## src/rtl/qracc_sram_bank_arbiter.sv

```systemverilog
// Multi-bank SRAM front-end: steers one request stream to NUM_BANKS bank ports.
// It also does broadcast row writes and returns multi-bank reads in accept order.
//
// state | meaning
// IDLE  | pass single-bank requests through; a broadcast write latches and goes to BCAST
// BCAST | drive latched row/data to every bank whose pend bit is still set
module qracc_sram_bank_arbiter #(
    parameter int NUM_BANKS       = 8,
    parameter int NUM_ROWS        = 128,
    parameter int NUM_COLS        = 32,
    parameter int MAX_OUTSTANDING = 4,
    localparam int RA = $clog2(NUM_ROWS),
    localparam int BA = $clog2(NUM_BANKS),
    localparam int OW = $clog2(MAX_OUTSTANDING) + 1
) (
    input  logic                          clk,
    input  logic                          nrst,
    input  logic                          rq_valid_i,
    output logic                          rq_ready_o,
    input  logic                          rq_wr_i,
    input  logic                          rq_bcast_i,
    input  logic [BA+RA-1:0]              rq_addr_i,
    input  logic [NUM_COLS-1:0]           rq_wdata_i,
    output logic                          rd_valid_o,
    input  logic                          rd_ready_i,
    output logic [NUM_COLS-1:0]           rd_data_o,
    output logic [NUM_BANKS-1:0]          bank_rq_valid_o,
    output logic [NUM_BANKS-1:0]          bank_rq_wr_o,
    output logic [NUM_BANKS*RA-1:0]       bank_addr_o,
    output logic [NUM_BANKS*NUM_COLS-1:0] bank_wdata_o,
    input  logic [NUM_BANKS-1:0]          bank_rq_ready_i,
    input  logic [NUM_BANKS-1:0]          bank_rd_valid_i,
    input  logic [NUM_BANKS*NUM_COLS-1:0] bank_rd_data_i,
    output logic [OW-1:0]                 outstanding_o,
    output logic                          err_o
);

    localparam int PW = (MAX_OUTSTANDING > 1) ? $clog2(MAX_OUTSTANDING) : 1;

    typedef enum logic {IDLE, BCAST} state_t;

    state_t                state_q, state_d;
    logic [NUM_BANKS-1:0]  pend_q, pend_d;
    logic [RA-1:0]         bc_row_q;
    logic [NUM_COLS-1:0]   bc_data_q;
    logic                  bc_latch;

    logic [NUM_BANKS-1:0]  busy_q, hold_q;
    logic [NUM_COLS-1:0]   hold_data_q [NUM_BANKS];
    logic [BA-1:0]         fifo_q [MAX_OUTSTANDING];
    logic [PW-1:0]         wr_ptr_q, rd_ptr_q;
    logic [OW-1:0]         count_q;
    logic                  err_q;

    logic [BA-1:0]         rq_bank;
    logic [RA-1:0]         rq_row;
    logic [BA-1:0]         head;
    logic                  fifo_full, fifo_empty;
    logic                  allow, push, pop, bcast_err;
    logic [NUM_BANKS-1:0]  cap, spur, push_mask, pop_mask;

    function automatic logic [PW-1:0] ptr_inc(input logic [PW-1:0] p);
        return (p == PW'(MAX_OUTSTANDING - 1)) ? '0 : p + 1'b1;
    endfunction

    assign rq_bank    = rq_addr_i[BA+RA-1:RA];
    assign rq_row     = rq_addr_i[RA-1:0];
    assign fifo_full  = (count_q == OW'(MAX_OUTSTANDING));
    assign fifo_empty = (count_q == '0);
    assign head       = fifo_q[rd_ptr_q];

    // hold is registered, so a capture into the head bank shows up one cycle later
    assign rd_valid_o    = ~fifo_empty & hold_q[head];
    assign rd_data_o     = hold_data_q[head];
    assign pop           = rd_valid_o & rd_ready_i;
    assign outstanding_o = count_q;
    assign err_o         = err_q;

    assign push_mask = push ? (NUM_BANKS'(1) << rq_bank) : '0;
    assign pop_mask  = pop  ? (NUM_BANKS'(1) << head)    : '0;

    always_comb begin
        cap  = '0;
        spur = '0;
        for (int b = 0; b < NUM_BANKS; b++) begin
            cap[b]  = bank_rd_valid_i[b] & busy_q[b] & ~hold_q[b];
            spur[b] = bank_rd_valid_i[b] & ~cap[b];
        end
    end

    always_comb begin
        state_d         = state_q;
        pend_d          = pend_q;
        bc_latch        = 1'b0;
        push            = 1'b0;
        bcast_err       = 1'b0;
        allow           = 1'b0;
        rq_ready_o      = 1'b0;
        bank_rq_valid_o = '0;
        bank_rq_wr_o    = '0;
        bank_addr_o     = '0;
        bank_wdata_o    = '0;
        case (state_q)
            IDLE: begin
                if (rq_bcast_i) begin
                    rq_ready_o = 1'b1;
                    if (rq_valid_i) begin
                        if (rq_wr_i) begin
                            bc_latch = 1'b1;
                            pend_d   = '1;
                            state_d  = BCAST;
                        end else begin
                            bcast_err = 1'b1;
                        end
                    end
                end else begin
                    allow = rq_wr_i | (~busy_q[rq_bank] & ~fifo_full);
                    bank_rq_valid_o[rq_bank] = rq_valid_i & allow;
                    bank_rq_wr_o[rq_bank]    = rq_wr_i;
                    bank_addr_o[int'(rq_bank)*RA +: RA]              = rq_row;
                    bank_wdata_o[int'(rq_bank)*NUM_COLS +: NUM_COLS] = rq_wdata_i;
                    rq_ready_o = bank_rq_ready_i[rq_bank] & allow;
                    push       = rq_valid_i & rq_ready_o & ~rq_wr_i;
                end
            end
            BCAST: begin
                bank_rq_valid_o = pend_q;
                bank_rq_wr_o    = '1;
                bank_addr_o     = {NUM_BANKS{bc_row_q}};
                bank_wdata_o    = {NUM_BANKS{bc_data_q}};
                pend_d          = pend_q & ~bank_rq_ready_i;
                if (pend_d == '0) state_d = IDLE;
            end
            default: state_d = IDLE;
        endcase
    end

    always_ff @(posedge clk or negedge nrst) begin
        if (!nrst) begin
            state_q   <= IDLE;
            pend_q    <= '0;
            bc_row_q  <= '0;
            bc_data_q <= '0;
        end else begin
            state_q <= state_d;
            pend_q  <= pend_d;
            if (bc_latch) begin
                bc_row_q  <= rq_row;
                bc_data_q <= rq_wdata_i;
            end
        end
    end

    always_ff @(posedge clk or negedge nrst) begin
        if (!nrst) begin
            busy_q   <= '0;
            hold_q   <= '0;
            wr_ptr_q <= '0;
            rd_ptr_q <= '0;
            count_q  <= '0;
            err_q    <= 1'b0;
            for (int i = 0; i < MAX_OUTSTANDING; i++) fifo_q[i] <= '0;
            for (int b = 0; b < NUM_BANKS; b++) hold_data_q[b] <= '0;
        end else begin
            if (push) begin
                fifo_q[wr_ptr_q] <= rq_bank;
                wr_ptr_q         <= ptr_inc(wr_ptr_q);
            end
            if (pop) rd_ptr_q <= ptr_inc(rd_ptr_q);
            case ({push, pop})
                2'b10:   count_q <= count_q + 1'b1;
                2'b01:   count_q <= count_q - 1'b1;
                default: count_q <= count_q;
            endcase
            busy_q <= (busy_q | push_mask) & ~pop_mask;
            hold_q <= (hold_q | cap) & ~pop_mask;
            for (int b = 0; b < NUM_BANKS; b++) begin
                if (cap[b]) hold_data_q[b] <= bank_rd_data_i[b*NUM_COLS +: NUM_COLS];
            end
            err_q <= err_q | bcast_err | (|spur);
        end
    end

endmodule
```

## config.mk

```make
export PLATFORM = sky130hd
export DESIGN_NAME = qracc_sram_bank_arbiter
export DESIGN_NICKNAME = d
export VERILOG_FILES = /design/src/rtl/qracc_sram_bank_arbiter.sv
export SDC_FILE = /design/constraint.sdc
export NUM_CORES = 1
export LEC_CHECK = 0
export BUFFER_PORTS_ARGS = -buffer_cell sky130_fd_sc_hd__buf_4
export CAP_MARGIN = 20
export CELL_PAD_IN_SITES_DETAIL_PLACEMENT = 2
export CELL_PAD_IN_SITES_GLOBAL_PLACEMENT = 2
export CORE_AREA = 2 2 266 268
export DETAILED_ROUTE_END_ITERATION = 16
export DIE_AREA = 0 0 268 270
export PLACE_DENSITY = 0.79
export SLEW_MARGIN = 20
export SYNTH_ARGS = -nofsm -noshare
export SYNTH_HDL_FRONTEND = slang
export SYNTH_SLANG_ARGS = --single-unit
```

## constraint.sdc

```tcl
create_clock -name clk -period 3.49 [get_ports clk]
set_input_delay 0.349 -clock clk [delete_from_list [all_inputs] [get_ports clk]]
set_output_delay 0.349 -clock clk [all_outputs]
set_load 0.05 [all_outputs]
```

# Word level (Yosys, flattened, before mapping)

Index checks and enable logic that the tools add are counted.

Flip-flop bits (word level): 340
Input bits: 320
Output and inout port bits: 366
Word-level logic and storage cells: 174

$add $sub $neg: 6
Multiply operators: 1
$lt $le $gt $ge: 7
Equal/unequal tests: 8
Shift-type cells: 6
Mux-type cells: 48
Bitwise operators: 69
Reduce and logical (&&, ||, !) cells: 7

Operators by type and width:

| kind                                                                      | number |
|---|---|
| 256-bit one-hot mux with 2 select lines                                   | 1 |
| 256-bit bitwise AND                                                       | 1 |
| 256-bit two-way mux                                                       | 1 |
| 32-bit by 33-bit variable shift with 256-bit output, first input constant | 1 |
| 32-bit by 33-bit indexed part select with 256-bit output                  | 1 |
| 56-bit one-hot mux with 2 select lines                                    | 1 |
| 32-bit binary-select mux with 3-bit select                                | 1 |
| 32-bit two-way mux                                                        | 2 |
| 56-bit bitwise AND                                                        | 1 |
| 56-bit two-way mux                                                        | 1 |
| 8-bit two-way mux                                                         | 7 |
| 7-bit by 33-bit variable shift with 56-bit output, first input constant   | 1 |
| 7-bit by 33-bit indexed part select with 56-bit output                    | 1 |
| 8-bit one-hot mux with 2 select lines                                     | 3 |
| 8-bit bitwise AND                                                         | 5 |
| 6-bit negator with 33-bit output                                          | 1 |
| 8-bit negator with 33-bit output                                          | 1 |
| 1-bit bitwise AND                                                         | 31 |
| 1-bit NOT                                                                 | 21 |
| 1-bit two-way mux                                                         | 17 |
| 8-bit NOT                                                                 | 2 |
| 8-bit bitwise OR                                                          | 2 |
| 1-bit by 3-bit left shift with 8-bit output, first input constant         | 2 |
| 12-bit bitwise mux                                                        | 1 |
| other kinds (30)                                                          | 46 |

# Longest topological paths before layout

Gate-level depths: netlist of the first run.

Word-level depth: 13
Gate-level depth with buffers: 14

# Least setup slack after synthesis of the first run

Ideal clock, no wire load.

Path kind: input to output
From: in rq_addr_i[7]
To: out bank_addr_o[28]
Arrival: 3180 ps
Data required time: 3141 ps
Path slack: -39 ps
Stages: 9
Cells stage by stage: buf_2 inv_1 ha_1 ha_1 clkbuf_1 inv_1 or4_1 clkbuf_1 o21ai_0

Word-level cells in the longest chain between the ends: 6

Ends and longest elaborated chain:

| element                                                                                                                     | RTL line | text |
|---|---|---|
| start: declaration                                                                                                          | 22       | `input logic [BA+RA-1:0] rq_addr_i,` |
| 3-bit by 3-bit multiplier with 6-bit output (*)                                                                             | 120      | `bank_addr_o[int'(rq_bank)*RA +: RA] = rq_row;` |
| 6-bit negator with 33-bit output (*)                                                                                        | 120      |  |
| 7-bit by 33-bit indexed part select with 56-bit output or 7-bit by 33-bit variable shift with 56-bit output (tied branches) | 120      |  |
| 56-bit bitwise AND (no line) (*)                                                                                            | n/a      |  |
| 56-bit two-way mux (*)                                                                                                      | 105      | `if (rq_bcast_i) begin` |
| 56-bit one-hot mux with 2 select lines (*)                                                                                  | 103      | `case (state_q)` |
| end: declaration                                                                                                            | 29       | `output logic [NUM_BANKS*RA-1:0] bank_addr_o,` |

Every way passes the cells marked *; elsewhere a longest branch is shown, timed or not.

# Worst setup path in the final report of the first run

From: reg fifo_q[9] (netlist name)
To: out rd_data_o[2]

Word-level cells in the longest chain between the ends: 7

Ends and longest elaborated chain:

| element                                               | RTL line | text |
|---|---|---|
| start: declaration                                    | 50       | `logic [BA-1:0] fifo_q [MAX_OUTSTANDING];` |
| start signal: indexed assignment                      | 166      | `fifo_q[wr_ptr_q] <= rq_bank;` |
| 3-bit binary-select mux with 2-bit select             | 70       | `assign head = fifo_q[rd_ptr_q];` |
| 3-bit two-way mux (not written as such) (2 in a row)  | 70       |  |
| 3-bit NOT with 4-bit output (not written as such)     | 74       | `assign rd_data_o = hold_data_q[head];` |
| 32-bit binary-select mux with 3-bit select            | 74       |  |
| 32-bit two-way mux (not written as such) (2 in a row) | 74       |  |
| end: declaration                                      | 26       | `output logic [NUM_COLS-1:0] rd_data_o,` |

No other way between the ends. The select of a mux whose other input is x is not followed.

==> flow_summary.yaml, run 1 <==
logic_synthesis:
  synthCells: 1759
  ys_top_cells_by_area: "dfrtp_1, mux2_2, nand2_1"
  syn-num-nets: 2092
  syn_area_um2: 18400
  ys_seq_area_share_pct: 46.2
  synthArstFlopShare_pct: 100
  yosysMostFrequentCell: "nand2_1"
  synth_seq_cells: 340
  synth.top_cell.area_share_pct: 46.2
  yosysTopAreaCell: "dfrtp_1"
  postSynthAreaPerCell_um2: 10.5
  synth_ff_type: "dfrtp_1"
  synth_edf_count: 0
  yosys_warnings: 0
  synth_cell_type_count: 57
  synth_commonest_cells: "nand2_1, dfrtp_1, mux2_2, clkbuf_1, mux4_2"
sta:
  hold_ws_ps: 12.0
  tightest_slew_ps: 919
  finalHoldViolCount: 0
  finalMaxSlewViolations: 0
  period_needed_ps: 3500
  setup_violations: 1
  clock.fmax_ghz: 0.286
  slew_headroom_pct: 38.5
  min_period_over_period_pct: 100
  skew_ps: 41.5
  fin_ws_ps: -8.21
  tns_ps: -8.21
worst_setup_path:
  path_cells: "mux4_4 -> buf_12 -> buf_16 -> mux4_2 -> mux2_2 -> buf_4"
  end_kind: "output pin"
  cp.required_ps: 3140
  cp_data_arrival_time_ps: 3150
  cpPeakStageDelay_ps: 670
  crit_fanout: 18
  regToRegStartpoint: "fifo_q[9]$_DFFE_PN0P_"
  cp_slowest_cell: "mux4_4"
  rr_endpoint: "outstanding_o[2]$_DFFE_PN0P_"
  r2r_cells: 13
  start_kind: "flip-flop"
  path_class: "reg -> out"
  regToRegSetupSlack_ps: 160
detailed_routing:
  route.detailed.drc: 0
  drt-total-wl_um: 109000
  vias_per_cell: 5.12
  initialDrtViolationCount: 1018
  ant_nets: 0
  dr_total_vias: 18100
  first_pass_iters: 5
  wl_per_cell_um: 30.7
global_route:
  grt_pass1_vias: 20800
  gr-total-overflow: 0
  gr-usage-all-layers_pct: 28.6
  grt_antenna_before_repair: 18
  grt_pass1_wl_um: 152000
  grt_max_degree: 76
layout:
  drive_above_1_share_pct: 47.5
  final_nets: 2889
  utilization_pct: 40.0
  stdcell_area_um2: 27800
  syn_to_final_growth_pct: 51.0
  n_fill_cell: 7337
  final_cell_count_no_fill: 3542
power:
  combPwrFrac_pct: 62.8
  power_mw: 33.3
  switchingPower_mw: 17.4
  p_leak_nw: 14.1
  clockPowerShare_pct: 14.9
  switching_share_pct: 52.4
  p_seq_share_pct: 22.3
  power.density_nw_per_um2: 1200
  vdd_drop_max_v: 0.000736
  p_int_mw: 15.8
placement:
  dp.cells: 3292
  post-place-ws_ps: 201
  placed_area_um2: 24600
  place_congestion: 0.917
  port_buffers: 685
  hpwlAfterDp_um: 69100
flow_run:
  cap_violations: 0
clock_tree:
  clk_pin_slew_ps: 70
  cts-buffers-inserted: 43
  clkSinkCount: 340
  cts.path.max_buffers: 3
  cts_tree: "yes"
  root_buffer: "clkbuf_16"
  clk_latency_ps: 580
  htree_levels: 2
outcome:
  outcome: "finished with violations"
  violations: "setup timing"
floorplanning:
  start_util_pct: 26.5
  num_io_pins: 686
  die_w_um: 268
  dieArea_um2: 72400
  coreArea_um2: 69500
  die_h_um: 270
  rows: 97
hold_path:
  hold_path.class: "in -> reg"
  hold_path_end: "hold_data_q[7]$_DFFE_PN0P_"
  hold_path_depth: 2
  worstHoldStart: "bank_rd_data_i[231]"
-- worst max-delay path: cells and delay by family (launching register included) --
family / cells / cell delay, ps
buffers and inverters: 3 / 560
DFF: 1 / 430
muxes: 3 / 1550
-- routing by layer --
metal  track usage, %  routed length (um)
met1             30.0               38700
met3             7.18                7680
met2             52.9               55900
met5                0                  13
met4             13.7                6310
-- power by group through the flow --
stage                     Clock [mW]  Combinational [mW]  Sequential [mW]
after global placement             0                19.5             6.87
after CTS                       4.89                20.3             7.06
after floorplan                    0                13.5             6.50
final                           4.94                20.9             7.43
after detailed placement           0                19.8             7.08
after global routing            5.18                21.5             7.57
-- final cells by class --
type / instances / area [um^2] / area share, %
Antenna cell: 15 / 37.5 / 0.135
Inverter: 28 / 105 / 0.378
Clock buffer: 57 / 1230 / 4.42
Timing Repair Buffer: 882 / 7160 / 25.7
Tap cell: 940 / 1180 / 4.23
Multi-Input combinational cell: 1261 / 9310 / 33.5
Sequential cell: 340 / 8510 / 30.6
Clock inverter: 19 / 279 / 1.00
-- layout by cell type, fill, tap and decap left out, drive strengths merged, types with 4 or more instances in the layout --
cell type	synthesis	final
buf	30	732
nand2	643	643
dfrtp	340	340
mux2	339	339
dlygate4sd3	0	150
mux4	67	67
clkbuf	100	57
o21ai	51	51
inv	28	30
diode	0	15
mux2i	14	14
a21oi	14	14
nor2	14	14
ha	12	12
a31oi	11	11
clkinv	0	11
nand3b	10	10
o22ai	8	8
nand4	6	6
bufinv	0	6
nor3	6	6
nand2b	5	5
o21bai	5	5
a41oi	5	5
nor4	5	5
a22o	4	4
or2	4	4
-- state kept, by name, summed over array words and instances (netlist names) --
| name | flops |
|---|---|
| err_o | 1 |
| outstanding_o | 3 |
| bc_data_q | 32 |
| busy_q | 8 |
| hold_q | 8 |
| hold_data_q | 256 |
| rd_ptr_q | 2 |
| fifo_q | 12 |
| pend_q | 8 |
| wr_ptr_q | 2 |
| bc_row_q | 7 |
| state_q | 1 |
-- worst max-delay path by stage --
stage | from | to
6_report | fifo_q[9]$_DFFE_PN0P_ | rd_data_o[2]
5_1_grt | fifo_q[0]$_DFFE_PN0P_ | rd_data_o[2]
4_1_cts | fifo_q[9]$_DFFE_PN0P_ | rd_data_o[21]
3_5_place_dp | rd_ptr_q[0]$_DFFE_PN0P_ | outstanding_o[2]$_DFFE_PN0P_
3_3_place_gp | rd_ptr_q[0]$_DFFE_PN0P_ | outstanding_o[2]$_DFFE_PN0P_
2_1_floorplan | rq_addr_i[7] | bank_addr_o[28]
-- cell families (layout without fill, tap and decap cells) --
| logic type | after synthesis | after routing | synth area share (%) |
|---|---|---|---|
| AO/OA/AOI/OAI | 112 | 112 | 3.72 |
| other | 0 | 15 | 0 |
| XOR/XNOR | 3 | 3 | 0.143 |
| buffers and inverters | 158 | 986 | 3.59 |
| flip-flops | 340 | 340 | 46.2 |
| multiplexers | 420 | 420 | 29.9 |
| AND/OR/NAND/NOR | 713 | 713 | 15.5 |
| adder cells (fa/ha/maj) | 13 | 13 | 0.924 |
-- timing repair --
| item | CTS | global route |
|---|---|---|
| pin swaps | 0 | 0 |
| gates resized for setup | 3 | 6 |
| setup endpoints to repair | 32 | 19 |
| hold endpoints to repair | 201 | 14 |
| hold buffers | 136 | 14 |
| buffers inserted | 6 | 3 |
| cloned | 1 | 0 |
No activity file was read; power rests on OpenSTA's default activity.
==> run 2: changes to the inputs <==
- ABC_AREA: unset -> 1
- CORE_AREA: 2 2 266 268 -> unset
- CORE_UTILIZATION: unset -> 27
- DIE_AREA: 0 0 268 270 -> unset
- PLACE_DENSITY: 0.79 -> 0.88
==> run 2 against run 1 <==
Net effect: the flow still finishes with violations (setup timing); hold slack improved by 4.9 ps; combinational power increased by 12%; setup slack got worse by 190 ps; core utilization increased by 2.2 points; power increased by 7.8%; critical endpoint is now rd_data_o[13]; largest cell class unchanged; largest power group unchanged.
==> flow_summary.yaml, run 2 <==
global_route:
  gr-usage-all-layers_pct: 40.1
  grt_max_degree: 85
  gr-total-overflow: 0
  grt_pass1_wl_um: 207000
  grt_antenna_before_repair: 39
  grt_pass1_vias: 28400
power:
  combPwrFrac_pct: 65.3
  p_leak_nw: 14.5
  switchingPower_mw: 21.5
  switching_share_pct: 59.9
  power.density_nw_per_um2: 1230
  p_seq_share_pct: 21.4
  p_int_mw: 14.4
  clockPowerShare_pct: 13.3
  vdd_drop_max_v: 0.000851
  power_mw: 35.9
logic_synthesis:
  syn_area_um2: 18900
  yosys_warnings: 0
  synthCells: 2658
  synth_seq_cells: 340
  synth_ff_type: "dfrtp_1"
  syn-num-nets: 2991
  synth_edf_count: 0
  ys_top_cells_by_area: "dfrtp_1, nand2_1, o21ai_0"
  synthArstFlopShare_pct: 100
  synth_cell_type_count: 40
  synth.top_cell.area_share_pct: 45.0
  synth_commonest_cells: "nand2_1, dfrtp_1, o21ai_0, inv_1"
  ys_seq_area_share_pct: 45.0
  yosysTopAreaCell: "dfrtp_1"
  yosysMostFrequentCell: "nand2_1"
  postSynthAreaPerCell_um2: 7.11
layout:
  final_cell_mix: "nand2_1, buf_4, o21ai_0, dfrtp_1, dlygate4sd3_1"
  syn_to_final_growth_pct: 53.8
  largest_reg_flops: 256
  final_common_cell: "nand2_1"
  n_fill_cell: 7964
  stdcell_area_um2: 29100
  largest_register: "hold_data_q"
  utilization_pct: 42.2
  drive_above_1_share_pct: 26.0
  reg.largest.list: "hold_data_q (256), bc_data_q (32), fifo_q (12)"
  final_nets: 3848
hold_path:
  worstHoldStart: "bank_rd_data_i[57]"
  hold_path.class: "in -> reg"
outcome:
  outcome: "finished with violations"
  violations: "setup timing"
clock_tree:
  cts-buffers-inserted: 43
  clkSinkCount: 340
  htree_levels: 2
  clk_latency_ps: 630
  cts.path.max_buffers: 3
  clk_pin_slew_ps: 70
  root_buffer: "clkbuf_16"
  cts_tree: "yes"
sta:
  fin_ws_ps: -200
  min_period_over_period_pct: 106
  clock.fmax_ghz: 0.271
  tns_ps: -373
  tightest_slew_ps: 850
  slew_headroom_pct: 43.3
  period_needed_ps: 3690
  skew_ps: 59.8
  finalHoldViolCount: 0
  finalMaxSlewViolations: 0
  setup_violations: 3
worst_setup_path:
  cp.required_ps: 3140
  path_class: "reg -> out"
  start_kind: "flip-flop"
  crit_fanout: 24
  end_kind: "output pin"
  cp_data_arrival_time_ps: 3340
  cp-startpoint: "rd_ptr_q[0]$_DFFE_PN0P_"
  regToRegStartpoint: "rd_ptr_q[0]$_DFFE_PN0P_"
placement:
  place_congestion: 0.932
  port_buffers: 685
  placed_area_um2: 25200
  hpwlAfterDp_um: 84000
  post-place-ws_ps: 212
floorplanning:
  rows: 96
  dieArea_um2: 71100
  coreArea_um2: 68900
  die_h_um: 267
  die_w_um: 267
  num_io_pins: 686
  start_util_pct: 27.4
detailed_routing:
  vias_per_cell: 5.71
  drt-total-wl_um: 149000
  route.detailed.drc: 0
  dr_total_vias: 25700
  initialDrtViolationCount: 2357
  first_pass_iters: 5
  wl_per_cell_um: 33.2
  ant_nets: 0
flow_run:
  cap_violations: 0
## run 2: path summary, 6_finish.rpt
kind	depth (start not counted)	endpoint	slack, ps
max	12	rd_data_o[13]	-200
min	2	hold_data_q[217]$_DFFE_PN0P_	20
max reg2reg	18	outstanding_o[2]$_DFFE_PN0P_	310
min reg2reg	2	hold_data_q[24]$_DFFE_PN0P_	480
max in group asynchronous	3	hold_data_q[155]$_DFFE_PN0P_	1990
min in group asynchronous	2	hold_data_q[18]$_DFFE_PN0P_	370
## run 2: metrics by stage
step	instances	hold slack, ps
after floorplan	2658	53.4
after global placement	4176	434
after detailed placement	4176	428
after CTS	4465	0.381
after global routing	4500	10.7
final	4502	16.9
## run 2: cells by family (layout without fill, tap and decap cells)
| logic type | count (synthesis) | after routing | share of synthesized area (%) |
|---|---|---|---|
| flops | 340 | 340 | 45.0 |
| compound gates | 433 | 433 | 12.6 |
| xor+xnor | 2 | 2 | 0.0927 |
| mux | 39 | 39 | 2.32 |
| buf+inv | 279 | 1165 | 6.23 |
| other cells | 0 | 27 | 0 |
| simple gates | 1552 | 1552 | 32.8 |
| fa+ha+maj | 13 | 13 | 0.900 |
## run 2: metal layers
layer	vias up	track usage, %	share of wire (%)
met2	1771	66.8	47
li1	10300	-	-
met4	34	32.0	9.5
met3	837	13.9	9.6
met1	12700	40.9	34
met5	-	0.485	0.15
## run 2: cell type report
cell class | count | area, um^2 | share of cell area (%)
diodes | 27 | 67.6 | 0.232
inverters | 117 | 465 | 1.60
clock buffers | 66 | 1270 | 4.38
multi-input cells | 2039 | 9360 | 32.2
well taps | 931 | 1160 | 4.01
repair buffers | 974 | 8120 | 27.9
clock inverters | 8 | 101 | 0.349
flip-flops and latches | 340 | 8510 | 29.3
## run 2: repair_timing
item	4_1_cts	5_1_grt
pin swaps	1	5
hold endpoints to repair	290	0
setup buffers	2	7
hold buffers	212	0
gates cloned	1	3
resized for setup	6	27
setup endpoints to repair	32	33
## run 2: worst max-delay path, cell delays in order (launching register included)
cell and delay [ps]:
dfrtp_2 460, inv_2 100, nor2_1 140, o21ai_1 90, nand2_2 210, nand2_1 140, bufinv_16 330, buf_4 240
nand2_1 100, nand4_1 190, nand2_1 180, nand2_2 340, buf_6 220
## run 2: power groups by stage
stage / sequential, mW / clock (mW) / combinational [mW]
after detailed placement: 7.03 / 0 / 20.5
after global placement: 6.84 / 0 / 19.9
after global routing: 7.70 / 4.90 / 23.9
final: 7.67 / 4.78 / 23.4
after floorplan: 6.64 / 0 / 13.3
after CTS: 7.08 / 4.61 / 21.2
